===== config.mk =====
export PLATFORM = sky130hd
export DESIGN_NAME = segre_hazard_controller
export DESIGN_NICKNAME = d
export VERILOG_FILES = /design/src/rtl/segre_pkg.sv /design/src/rtl/segre_bypass_sel.sv /design/src/rtl/segre_hazard_controller.sv
export SDC_FILE = /design/constraint.sdc
export NUM_CORES = 1
export LEC_CHECK = 0
export CORE_MARGIN = 5
export CORE_UTILIZATION = 46
export CTS_CLUSTER_DIAMETER = 50
export DETAILED_ROUTE_END_ITERATION = 10
export PLACE_DENSITY = 0.84
export SLEW_MARGIN = 20
export SYNTH_ARGS = -nofsm -noshare
export SYNTH_HDL_FRONTEND = slang
export SYNTH_SLANG_ARGS = --single-unit

===== constraint.sdc =====
create_clock -name clk_i -period 2.2 [get_ports clk_i]
set_input_delay 0.33 -clock clk_i [delete_from_list [all_inputs] [get_ports clk_i]]
set_output_delay 0.33 -clock clk_i [all_outputs]
set_load 0.05 [all_outputs]

===== src/rtl/segre_pkg.sv =====
// Shared types for the decode-stage hazard controller: bypass selects and the
// shadow scoreboard slot describing an in-flight destination register.
package segre_pkg;

  localparam int REG_SIZE  = 5;
  localparam int WORD_SIZE = 32;

  typedef enum logic [1:0] {
    ID_RF            = 2'd0,
    EXECUTE_BYPASS   = 2'd1,
    MEMORY_BYPASS    = 2'd2,
    WRITEBACK_BYPASS = 2'd3
  } bypass_id_sel_e;

  typedef struct packed {
    logic                valid;
    logic                we;
    logic [REG_SIZE-1:0] waddr;
    logic                prod_ex;
    logic                prod_mem;
  } hazard_slot_t;

  // x0 is hardwired to zero, so it never needs forwarding
  function automatic logic slot_match(input hazard_slot_t slot, input logic rd_en,
                                      input logic [REG_SIZE-1:0] src);
    return rd_en && slot.valid && slot.we && (slot.waddr == src) &&
           (src != {REG_SIZE{1'b0}});
  endfunction

endpackage


===== src/rtl/segre_bypass_sel.sv =====
// Bypass select for one ID source operand: youngest producer wins, and an EX
// producer whose value only exists after MEM is reported as a load-use hazard.
module segre_bypass_sel
  import segre_pkg::*;
(
  input  logic                rd_en,
  input  logic [REG_SIZE-1:0] src,
  input  hazard_slot_t        ex_slot,
  input  hazard_slot_t        mem_slot,
  input  hazard_slot_t        wb_slot,
  output bypass_id_sel_e      sel,
  output logic                load_use
);

  logic ex_hit;
  logic mem_hit;
  logic wb_hit;

  assign ex_hit  = slot_match(ex_slot, rd_en, src);
  assign mem_hit = slot_match(mem_slot, rd_en, src);
  assign wb_hit  = slot_match(wb_slot, rd_en, src);

  // Priority chain from youngest (EX) to oldest (WB) producer
  always_comb begin
    sel      = ID_RF;
    load_use = 1'b0;
    if (ex_hit && ex_slot.prod_ex) begin
      sel = EXECUTE_BYPASS;
    end else if (ex_hit && ex_slot.prod_mem) begin
      load_use = 1'b1;
    end else if (mem_hit) begin
      sel = MEMORY_BYPASS;
    end else if (wb_hit) begin
      sel = WRITEBACK_BYPASS;
    end else begin
      sel = ID_RF;
    end
  end

endmodule


===== src/rtl/segre_hazard_controller.sv =====
// Decode-stage pipeline controller: shadow scoreboard of EX/MEM/WB writers,
// bypass selects, load-use stall, branch flush sequencing and memory freeze.
module segre_hazard_controller
  import segre_pkg::*;
#(
  parameter int FLUSH_CYCLES = 2,
  parameter int STALL_CNT_W  = 32
) (
  input  logic                   clk_i,
  input  logic                   rsn_i,
  input  logic                   valid_id_i,
  input  logic                   rd_raddr_a_i,
  input  logic                   rd_raddr_b_i,
  input  logic [REG_SIZE-1:0]    src_a_identifier_i,
  input  logic [REG_SIZE-1:0]    src_b_identifier_i,
  input  logic                   rf_we_i,
  input  logic [REG_SIZE-1:0]    rf_waddr_i,
  input  logic                   prod_data_stage_ex_i,
  input  logic                   prod_data_stage_mem_i,
  input  logic                   branch_taken_i,
  input  logic                   mem_stall_i,
  output bypass_id_sel_e         mux_sel_a_id_o,
  output bypass_id_sel_e         mux_sel_b_id_o,
  output logic                   block_if_o,
  output logic                   block_id_o,
  output logic                   inject_nops_o,
  output logic                   bubble_ex_o,
  output logic                   freeze_o,
  output logic [STALL_CNT_W-1:0] stall_cycles_o
);

  hazard_slot_t   ex_slot;
  hazard_slot_t   mem_slot;
  hazard_slot_t   wb_slot;
  hazard_slot_t   id_slot;
  logic [2:0]     flush_cnt;
  bypass_id_sel_e sel_a;
  bypass_id_sel_e sel_b;
  logic           lu_a;
  logic           lu_b;
  logic           load_use;
  logic           flush_active;
  logic           issue;

  segre_bypass_sel u_sel_a (
    .rd_en    (rd_raddr_a_i),
    .src      (src_a_identifier_i),
    .ex_slot  (ex_slot),
    .mem_slot (mem_slot),
    .wb_slot  (wb_slot),
    .sel      (sel_a),
    .load_use (lu_a)
  );

  segre_bypass_sel u_sel_b (
    .rd_en    (rd_raddr_b_i),
    .src      (src_b_identifier_i),
    .ex_slot  (ex_slot),
    .mem_slot (mem_slot),
    .wb_slot  (wb_slot),
    .sel      (sel_b),
    .load_use (lu_b)
  );

  assign load_use     = valid_id_i && (lu_a || lu_b);
  assign flush_active = branch_taken_i || (flush_cnt != 3'd0);
  assign issue        = valid_id_i && !load_use && !flush_active;

  assign id_slot = '{valid:    1'b1,
                     we:       rf_we_i,
                     waddr:    rf_waddr_i,
                     prod_ex:  prod_data_stage_ex_i,
                     prod_mem: prod_data_stage_mem_i};

  // Control outputs; reset forces them to their idle values without a clock
  always_comb begin
    mux_sel_a_id_o = ID_RF;
    mux_sel_b_id_o = ID_RF;
    block_if_o     = 1'b0;
    block_id_o     = 1'b0;
    inject_nops_o  = 1'b0;
    bubble_ex_o    = 1'b0;
    freeze_o       = 1'b0;
    if (!rsn_i) begin
      freeze_o = 1'b0;
    end else begin
      mux_sel_a_id_o = sel_a;
      mux_sel_b_id_o = sel_b;
      if (mem_stall_i) begin
        freeze_o   = 1'b1;
        block_if_o = 1'b1;
        block_id_o = 1'b1;
      end else if (flush_active) begin
        inject_nops_o = 1'b1;
        bubble_ex_o   = 1'b1;
      end else if (load_use) begin
        block_if_o  = 1'b1;
        block_id_o  = 1'b1;
        bubble_ex_o = 1'b1;
      end else begin
        freeze_o = 1'b0;
      end
    end
  end

  // Shadow scoreboard and flush counter; both hold while MEM is stalled
  always_ff @(posedge clk_i or negedge rsn_i) begin
    if (!rsn_i) begin
      ex_slot   <= '0;
      mem_slot  <= '0;
      wb_slot   <= '0;
      flush_cnt <= 3'd0;
    end else if (!mem_stall_i) begin
      wb_slot  <= mem_slot;
      mem_slot <= ex_slot;
      ex_slot  <= issue ? id_slot : hazard_slot_t'(0);
      if (branch_taken_i) begin
        flush_cnt <= 3'(FLUSH_CYCLES - 1);
      end else if (flush_cnt != 3'd0) begin
        flush_cnt <= flush_cnt - 3'd1;
      end else begin
        flush_cnt <= flush_cnt;
      end
    end else begin
      flush_cnt <= flush_cnt;
    end
  end

  // Performance counter of cycles the IF/ID register was held
  always_ff @(posedge clk_i or negedge rsn_i) begin
    if (!rsn_i) begin
      stall_cycles_o <= '0;
    end else if (block_id_o) begin
      stall_cycles_o <= stall_cycles_o + {{(STALL_CNT_W-1){1'b0}}, 1'b1};
    end else begin
      stall_cycles_o <= stall_cycles_o;
    end
  end

endmodule

==> Implementation_results.wiki, run 1 <==
{| class="wikitable"
! Metric !! Value
|-
| Total negative slack || -5.38 ns
|-
| Vias per cell || between 5 and 6
|-
| Clock latency of the later-clocked register in the worst-skew pair || 0.34 ns
|-
| Total number of yosys warnings || 0
|-
| Count of state elements after synthesis || 58
|-
| Mapped Avg Cell Area || roughly 11 sq um
|-
| GRT Util Overall || 19.9%
|-
| Vias post-DR || roughly 2600
|-
| Average routed wire per standard cell || 17.7 um
|-
| Remaining antenna violation count after routing || 0
|-
| Sequential area share after synthesis || between 40 and 50%
|-
| Level count of the clock H-tree || 3
|-
| Max-cap violations || 0
|-
| Dominant register cell in the synthesized netlist || dfrtp_1
|-
| CP peak stage delay || about 0.44 ns
|-
| Least-Margin Pin Slew || roughly 0.55 ns
|-
| Die W || around 91 um
|-
| Kind of end point of the critical path || primary output
|-
| Failing checks || setup timing
|-
| Yosys cell types || between 40 and 50
|-
| Layout overhead on the synthesized area || 57.6%
|-
| CTS tree || done
|-
| Die ar. || roughly 0.0083 sq mm
|-
| Post-layout net count || ~420
|-
| Setup-violating endpoint count in the final report || 33
|-
| Initial standard-cell utilization of the core || 47.4%
|-
| Type of element launching the critical path || input port
|-
| Row count || 29
|-
| Buffers added on ports || 65
|-
| WL final || between 8 and 9 mm
|-
| Hold Crit Class || reg2reg
|-
| Vertical die dimension || slightly above 90 um
|-
| Slowest cell on the critical path || or4_4
|-
| Number of pins with negative max-slew slack in the final report || 0
|-
| First-pass GRT wire length || ~13 mm
|-
| Classification of the worst setup path || in2out
|-
| Leakage Power || ~2.2 nW
|-
| Boundary pin count || 66
|-
| Worst IR drop on VDD || 0.000647 V
|-
| Share of the core filled with cells || between 70% and 80%
|-
| Pre-CTS setup slack || -0.538 ns
|-
| Share of layout cells above drive strength 1 || just under 40%
|-
| Min cycle time layout || approximately 2.5 ns
|-
| Number of buffer and inverter stages on the critical path || 3
|-
| Cell mode on critical path || buf_12
|-
| Final GP Congestion || between 0.8 and 0.9
|-
| Headroom to the max-slew limit || between 60% and 70%
|-
| Pwr per Cell Area || ~720 mW/mm^2
|-
| Final Hold Violating Endpoints || 0
|-
| RSZ-0062 raised after global routing || yes
|-
| Count of TritonRoute iterations in the first routing pass || 4
|-
| Root cell of the clock tree || clkbuf_8
|-
| Final Cell Area || roughly 0.0048 sq mm
|-
| Maximum frequency from static timing analysis || around 400 MHz
|-
| Residual DRC || 0
|-
| Area of the core || around 0.0064 sq mm
|-
| Total nets after synthesis || between 300 and 400
|-
| Final worst setup slack || -0.314 ns
|-
| Number of buffers inserted during clock tree synthesis || 9
|-
| Status || finished with violations
|-
| Crit-path max FO || 2
|-
| Ys async rst share || 100%
|-
| Clock transition at path regs || about 0.070 ns
|-
| Post-synth EDFFs || 0
|-
| Aggregate global routing overflow || 0
|-
| Vias in the first global route || between 2000 and 3000
|-
| Arr. time, crit path || ~2.2 ns
|-
| Placed instance area || 0.00415 sq mm
|-
| DP Wirelength || about 5.4 mm
|-
| Largest net degree at the start of global routing || 46
|-
| Clock Sink Count || 58
|-
| Final period util || 114%
|-
| Number of antenna repair diodes || 0
|-
| Number of antenna violations at the first check in global routing || 0
|-
| Filler Cells Inserted || slightly below 400
|-
| DRT iter0 DRCs || around 110
|-
| Delay-heaviest family, CP || compound AO/OA/AOI/OAI gates
|-
| Post-Synthesis Cell Area || approximately 0.003 sq mm
|-
| Ordered list of cells on the worst path || clkdlybuf4s15_1, or4_4, o21ai_4, nor3_4, buf_12, a2111oi_4, nand2_1, a21oi_2, buf_12
|-
| Buffer depth of the longest clock path || 2
|-
| Final setup skew || around 0.0083 ns
|-
| Gate count after technology mapping || around 270
|-
| Worst endpoint required time || between 1.5 and 2 ns
|}
## cells by family (layout without fill, tap and decap cells)
kind of cell               count (synthesis)  in the layout  share of synthesized area [%]
AOI/OAI and AO/OA                         28             28                           7.20
xor gates and xnor gates                  61             61                           17.7
adders and majority gates                  3              3                           1.24
buffers and inverters                     16            143                           2.52
DFF                                       58             58                           48.0
muxes                                     14             14                           5.21
and+or+nand+nor                           93             93                           18.2
## metal layers
layer,wire length (um),GRT usage [%]
met2,4290,32.1
met1,3340,23.3
met4,220,8.68
met5,0,0
met3,587,8.26
## power breakdown
part	internal [mW]	switching, mW	leakage [nW]
sequential	1.18	0.126	0.773
combinational	0.454	0.524	1.27
clock	0.746	0.420	0.120
## registers in the layout, indices dropped and copies added, names as in the netlist
register        flops
ex_slot             9
flush_cnt           3
mem_slot            7
stall_cycles_o     32
wb_slot             7
## synth_stat cells, drive strengths merged, types with 2 or more instances
| cell | instances | area share (%) |
|---|---|---|
| a211oi | 2 | 0.66 |
| a21oi | 8 | 1.3 |
| a22o | 8 | 2.3 |
| and2 | 6 | 1.3 |
| and3 | 13 | 2.7 |
| buf | 4 | 1.0 |
| clkbuf | 4 | 0.50 |
| dfrtp | 58 | 48 |
| ha | 3 | 1.2 |
| inv | 8 | 0.99 |
| mux2 | 14 | 5.2 |
| nand2 | 18 | 2.2 |
| nand3 | 13 | 2.2 |
| nand4 | 15 | 3.3 |
| nor2 | 8 | 0.99 |
| nor3 | 6 | 1.5 |
| nor4 | 2 | 0.62 |
| o21ai | 5 | 1.1 |
| or3 | 2 | 0.41 |
| or4 | 3 | 0.74 |
| xnor2 | 47 | 14 |
| xor2 | 14 | 4.1 |
## cell usage in the layout, fill, tap and decap left out, types with 4 or more instances in the layout
master | Yosys | routed
a21oi_1 | 8 | 4
dfrtp_1 | 58 | 49
nand2_1 | 18 | 18
nand4_1 | 14 | 14
clkbuf_8 | 0 | 9
dfrtp_2 | 0 | 9
buf_2 | 1 | 5
nand3_1 | 13 | 11
xnor2_1 | 47 | 37
and3_1 | 13 | 13
mux2_2 | 14 | 14
buf_12 | 0 | 11
inv_1 | 7 | 5
xor2_1 | 14 | 14
buf_6 | 1 | 7
buf_4 | 2 | 46
a21oi_2 | 0 | 4
xnor2_2 | 0 | 10
clkdlybuf4s50_1 | 0 | 44
nor2_1 | 8 | 4
a22o_1 | 8 | 8
## cell type report
cell class | count | area [sq um] | area share (%)
Sequential cell | 58 | 1460 | 30.7
Multi-Input combinational cell | 199 | 1770 | 37.1
Clock buffer | 10 | 128 | 2.68
Tap cell | 77 | 96.3 | 2.02
Timing Repair Buffer | 119 | 1170 | 24.5
Inverter | 8 | 42.5 | 0.892
Clock inverter | 6 | 105 | 2.20
## per-stage QoR
step / hold WS (ns) / power, mW / cells
final: 0.480 / 3.45 / 477
after global routing: 0.519 / 3.61 / 477
after CTS: 0.483 / 3.39 / 468
after detailed placement: 0.330 / 2.19 / 440
after global placement: 0.325 / 2.14 / 440
after floorplan: 0.0344 / 1.82 / 273
## final timing paths
kind / startpoint / to / slack (ns) / cells after the start
worst max-delay path: src_b_identifier_i[1] / mux_sel_b_id_o[0] / -0.31 / 9
worst min-delay path: stall_cycles_o[31] / stall_cycles_o[31] / 0.48 / 1
worst max register to register: flush_cnt[1] / stall_cycles_o[15] / -0.21 / 12
worst min register to register: stall_cycles_o[31] / stall_cycles_o[31] / 0.48 / 1
max in group asynchronous: rsn_i / stall_cycles_o[10] / 0.83 / 4
min in group asynchronous: rsn_i / wb_slot[7] / 0.54 / 3
## repair_timing
action	4_1_cts	5_1_grt
endpoints found under the hold margin	13	0
setup endpoints to repair	42	37
gates resized for setup	58	22
hold buffers	1	0
pin swaps	29	13
gates cloned	0	0
setup buffers	12	11
Note: power is estimated with default switching activity, not from simulation.
==> inputs of run 2 (changes only) <==
- CORE_UTILIZATION: 46 -> 43
- PLACE_DENSITY: 0.84 -> 0.79
- SLEW_MARGIN: 20 -> not set
==> run 2 against run 1 <==
Compared with the run above:
- the run still ends with setup timing left
- clock skew about the same
- global-route usage decreased by 1.3 points
- routed wire length decreased by 1.2%
- sequential share of layout area decreased by 0.44 points
- count of clock-buffer cells in the layout increased by 1
- fmax decreased by 1.2%
- flip-flop and latch count unchanged
- sequential power about the same
- utilization decreased by 4.0 points
- combinational power decreased by 3.7%
- non-clock buffer count decreased by 2
- first-iteration DRC count decreased by 46%
- largest cell class unchanged
==> Implementation_results.wiki, run 2 (synthesis results as in run 1) <==
{| class="wikitable"
! Metric !! Value
|-
| Number of buffer and inverter stages on the critical path || 3 (unchanged)
|-
| Initial standard-cell utilization of the core || 44.3% (-3.1 points)
|-
| GRT Util Overall || 18.6% (-1.3 points)
|-
| Reg2Reg Depth || 12 (unchanged)
|-
| Setup-violating endpoint count in the final report || 33 (unchanged)
|-
| Kind of end point of the critical path || primary output
|-
| First-pass GRT wire length || 12.8 mm (-3.5%)
|-
| Leading cell types in the layout, fill and taps excluded || 51 x dfrtp_1, 43 x clkdlybuf4s50_1, 40 x xnor2_1, 38 x buf_4
|-
| Worst IR drop on VDD || 0.000590 V (-8.7%)
|-
| Final std cells w/o fill || 494 (+3.6%)
|-
| DP Wirelength || 5.29 mm (-1.9%)
|-
| Overall Power || 3.32 mW (-3.6%)
|-
| Pwr per Cell Area || 688 mW/mm^2 (-4.8%)
|-
| Clock latency of the later-clocked register in the worst-skew pair || 0.34 ns (about the same)
|-
| Headroom to the max-slew limit || 55.8% (-7.7 points)
|-
| Max-cap violations || 0 (unchanged)
|-
| Slowest cell on the critical path || or4_4
|-
| Maximum frequency from static timing analysis || 393 MHz (-1.2%)
|-
| CTS tree || done
|-
| Worst Hold Endpoint || stall_cycles_o[31]
|-
| Final setup skew || 0.00861 ns (+0.000323 ns)
|-
| Most common cell after layout, fill and taps aside || dfrtp_1
|-
| Vias in the first global route || 2712 (-1.2%)
|-
| Final period util || 116% (+1.3 points)
|-
| Remaining antenna violation count after routing || 0 (unchanged)
|-
| Aggregate global routing overflow || 0 (unchanged)
|-
| Number of antenna violations at the first check in global routing || 0 (unchanged)
|-
| Buffer depth of the longest clock path || 2 (unchanged)
|-
| Largest net degree at the start of global routing || 54 (+17%)
|-
| Number of pins with negative max-slew slack in the final report || 0 (unchanged)
|-
| Residual DRC || 0 (unchanged)
|-
| Post-layout net count || 421 (-0.47%)
|-
| Status || finished with violations
|-
| Row count || 30 (+3.4%)
|-
| Buffers added on ports || 65 (unchanged)
|-
| Layout overhead on the synthesized area || 59.6%
|-
| Instance count after placement with tap cells included || 459 (+4.3%)
|-
| DRT iter0 DRCs || 60 (-46%)
|-
| Share of layout cells above drive strength 1 || 39.9% (+0.70 points)
|-
| Min cycle time layout || 2.54 ns (+0.0293 ns)
|-
| Final GP Congestion || 0.856 (-0.28%)
|-
| Root cell of the clock tree || clkbuf_8
|-
| Vertical die dimension || 93.9 um (+3.1%)
|-
| Largest register by flop count || stall_cycles_o
|-
| Terminus of the critical flop-to-flop path || stall_cycles_o[27]
|-
| Level count of the clock H-tree || 3 (unchanged)
|-
| Classification of the worst setup path || in2out
|-
| RSZ-0062 raised after global routing || yes
|-
| Least-Margin Pin Slew || 0.662 ns (+0.116 ns)
|-
| Worst R2R Start || flush_cnt[1]
|-
| Vias post-DR || 2559 (-0.97%)
|-
| Final Hold Violating Endpoints || 0 (unchanged)
|-
| Delay-heaviest family, CP || simple AND/OR/NAND/NOR gates
|-
| Hold path cells || 1 (unchanged)
|-
| Die ar. || 0.00881 sq mm (+6.2%)
|-
| Area of the core || 0.00683 sq mm (+7.0%)
|-
| Crit-path max FO || 3 (+1)
|-
| Arr. time, crit path || 2.21 ns (+0.03 ns)
|-
| Die W || 93.9 um (+3.1%)
|-
| Registers with the most flip-flops || stall_cycles_o (32), ex_slot (9)
|-
| Clock transition at path regs || 0.07 ns (about the same)
|-
| Ordered list of cells on the worst path || buf_6, or4_4, o21ai_4, nor3_4, buf_4, a2111oi_4, nand2_1, a21oi_2, buf_12
|-
| Leakage Power || 2.20 nW (+1.8%)
|-
| WL final || 8.35 mm (-1.2%)
|-
| CP peak stage delay || 0.53 ns (+0.09 ns)
|-
| Reg-to-reg slack, setup || -0.23 ns (-0.02 ns)
|-
| Count of TritonRoute iterations in the first routing pass || 5 (+1)
|-
| Vias per cell || 5.18 (-4.4%)
|-
| Number of buffers inserted during clock tree synthesis || 9 (unchanged)
|-
| Clock Sink Count || 58 (unchanged)
|-
| Number of antenna repair diodes || 0 (unchanged)
|-
| Boundary pin count || 66 (unchanged)
|-
| Type of element launching the critical path || input port
|-
| Failing checks || setup timing
|-
| Final worst setup slack || -0.344 ns (-0.0293 ns)
|-
| Hold Startpoint || stall_cycles_o[31]
|-
| Average routed wire per standard cell || 16.9 um (-4.6%)
|-
| Hold Crit Class || reg2reg
|-
| Largest register FFs || 32 (unchanged)
|-
| Worst endpoint required time || 1.87 ns (about the same)
|-
| Share of the core filled with cells || 70.7% (-4.0 points)
|}
-- run 2: worst reg2reg max path: stages, from the launching register on --
cell,delay (ns)
dfrtp_1,0.39
inv_2,0.08
ha_4,0.14
ha_4,0.13
and2b_1,0.15
nand2_2,0.06
or3_1,0.32
o21bai_4,0.20
buf_6,0.13
a211oi_2,0.17
buf_4,0.20
and4_1,0.22
xor2_1,0.14
-- run 2: how the worst max path moves through the flow --
stage / from / to / slack [ns] / cells after the start
finish: src_b_identifier_i[3] / mux_sel_b_id_o[0] / -0.34 / 9
global route: ex_slot[6] / block_id_o / -0.40 / 9
CTS: flush_cnt[1] / block_if_o / -0.30 / 10
detailed placement: src_b_identifier_i[1] / mux_sel_b_id_o[0] / -0.54 / 8
global placement: src_b_identifier_i[1] / mux_sel_b_id_o[0] / -0.49 / 8
floorplan: src_b_identifier_i[1] / mux_sel_b_id_o[0] / -0.19 / 6
-- run 2: metrics by stage --
step           cell area (sq um)  worst slack (ns)  setup TNS (ns)  hold WS [ns]
6_report                    4830            -0.344           -4.70         0.470
2_1_floorplan               3120            -0.195          -0.344        0.0344
5_1_grt                     4830            -0.396           -8.38         0.507
3_5_place_dp                4160            -0.536          -19.58         0.287
4_1_cts                     4550            -0.298           -4.38         0.477
3_3_place_gp                4160            -0.491          -17.34         0.277
-- run 2: report_power, final --
part	switching [mW]	internal (mW)	leakage, nW
combinational	0.518	0.424	1.32
sequential	0.115	1.17	0.777
clock	0.426	0.665	0.109
total	1.06	2.26	2.20
-- run 2: final cells by class --
cell class	instances	area (sq um)
Clock inverter	5	77.6
Multi-Input combinational cell	199	1830
Clock buffer	11	141
Timing Repair Buffer	117	1160
Sequential cell	58	1460
Fill cell	467	2000
Inverter	8	42.5
Tap cell	96	120
-- run 2: repair_timing --
| action | 4_1_cts | 5_1_grt |
|---|---|---|
| endpoints found under the hold margin | 5 | 0 |
| buffers inserted | 10 | 7 |
| hold buffers | 1 | 0 |
| resized for setup | 51 | 52 |
| gates cloned | 0 | 1 |
| pin swaps | 32 | 25 |
| setup endpoints to repair | 42 | 46 |
-- run 2: metal layers --
layer | vias to the layer above | global-route usage [%] | routed length [um]
met2 | 73 | 32.0 | 4170
met1 | 1269 | 22.1 | 3600
li1 | 1197 | - | -
met5 | - | 0 | 0
met4 | 0 | 8.54 | 182
met3 | 20 | 4.17 | 391
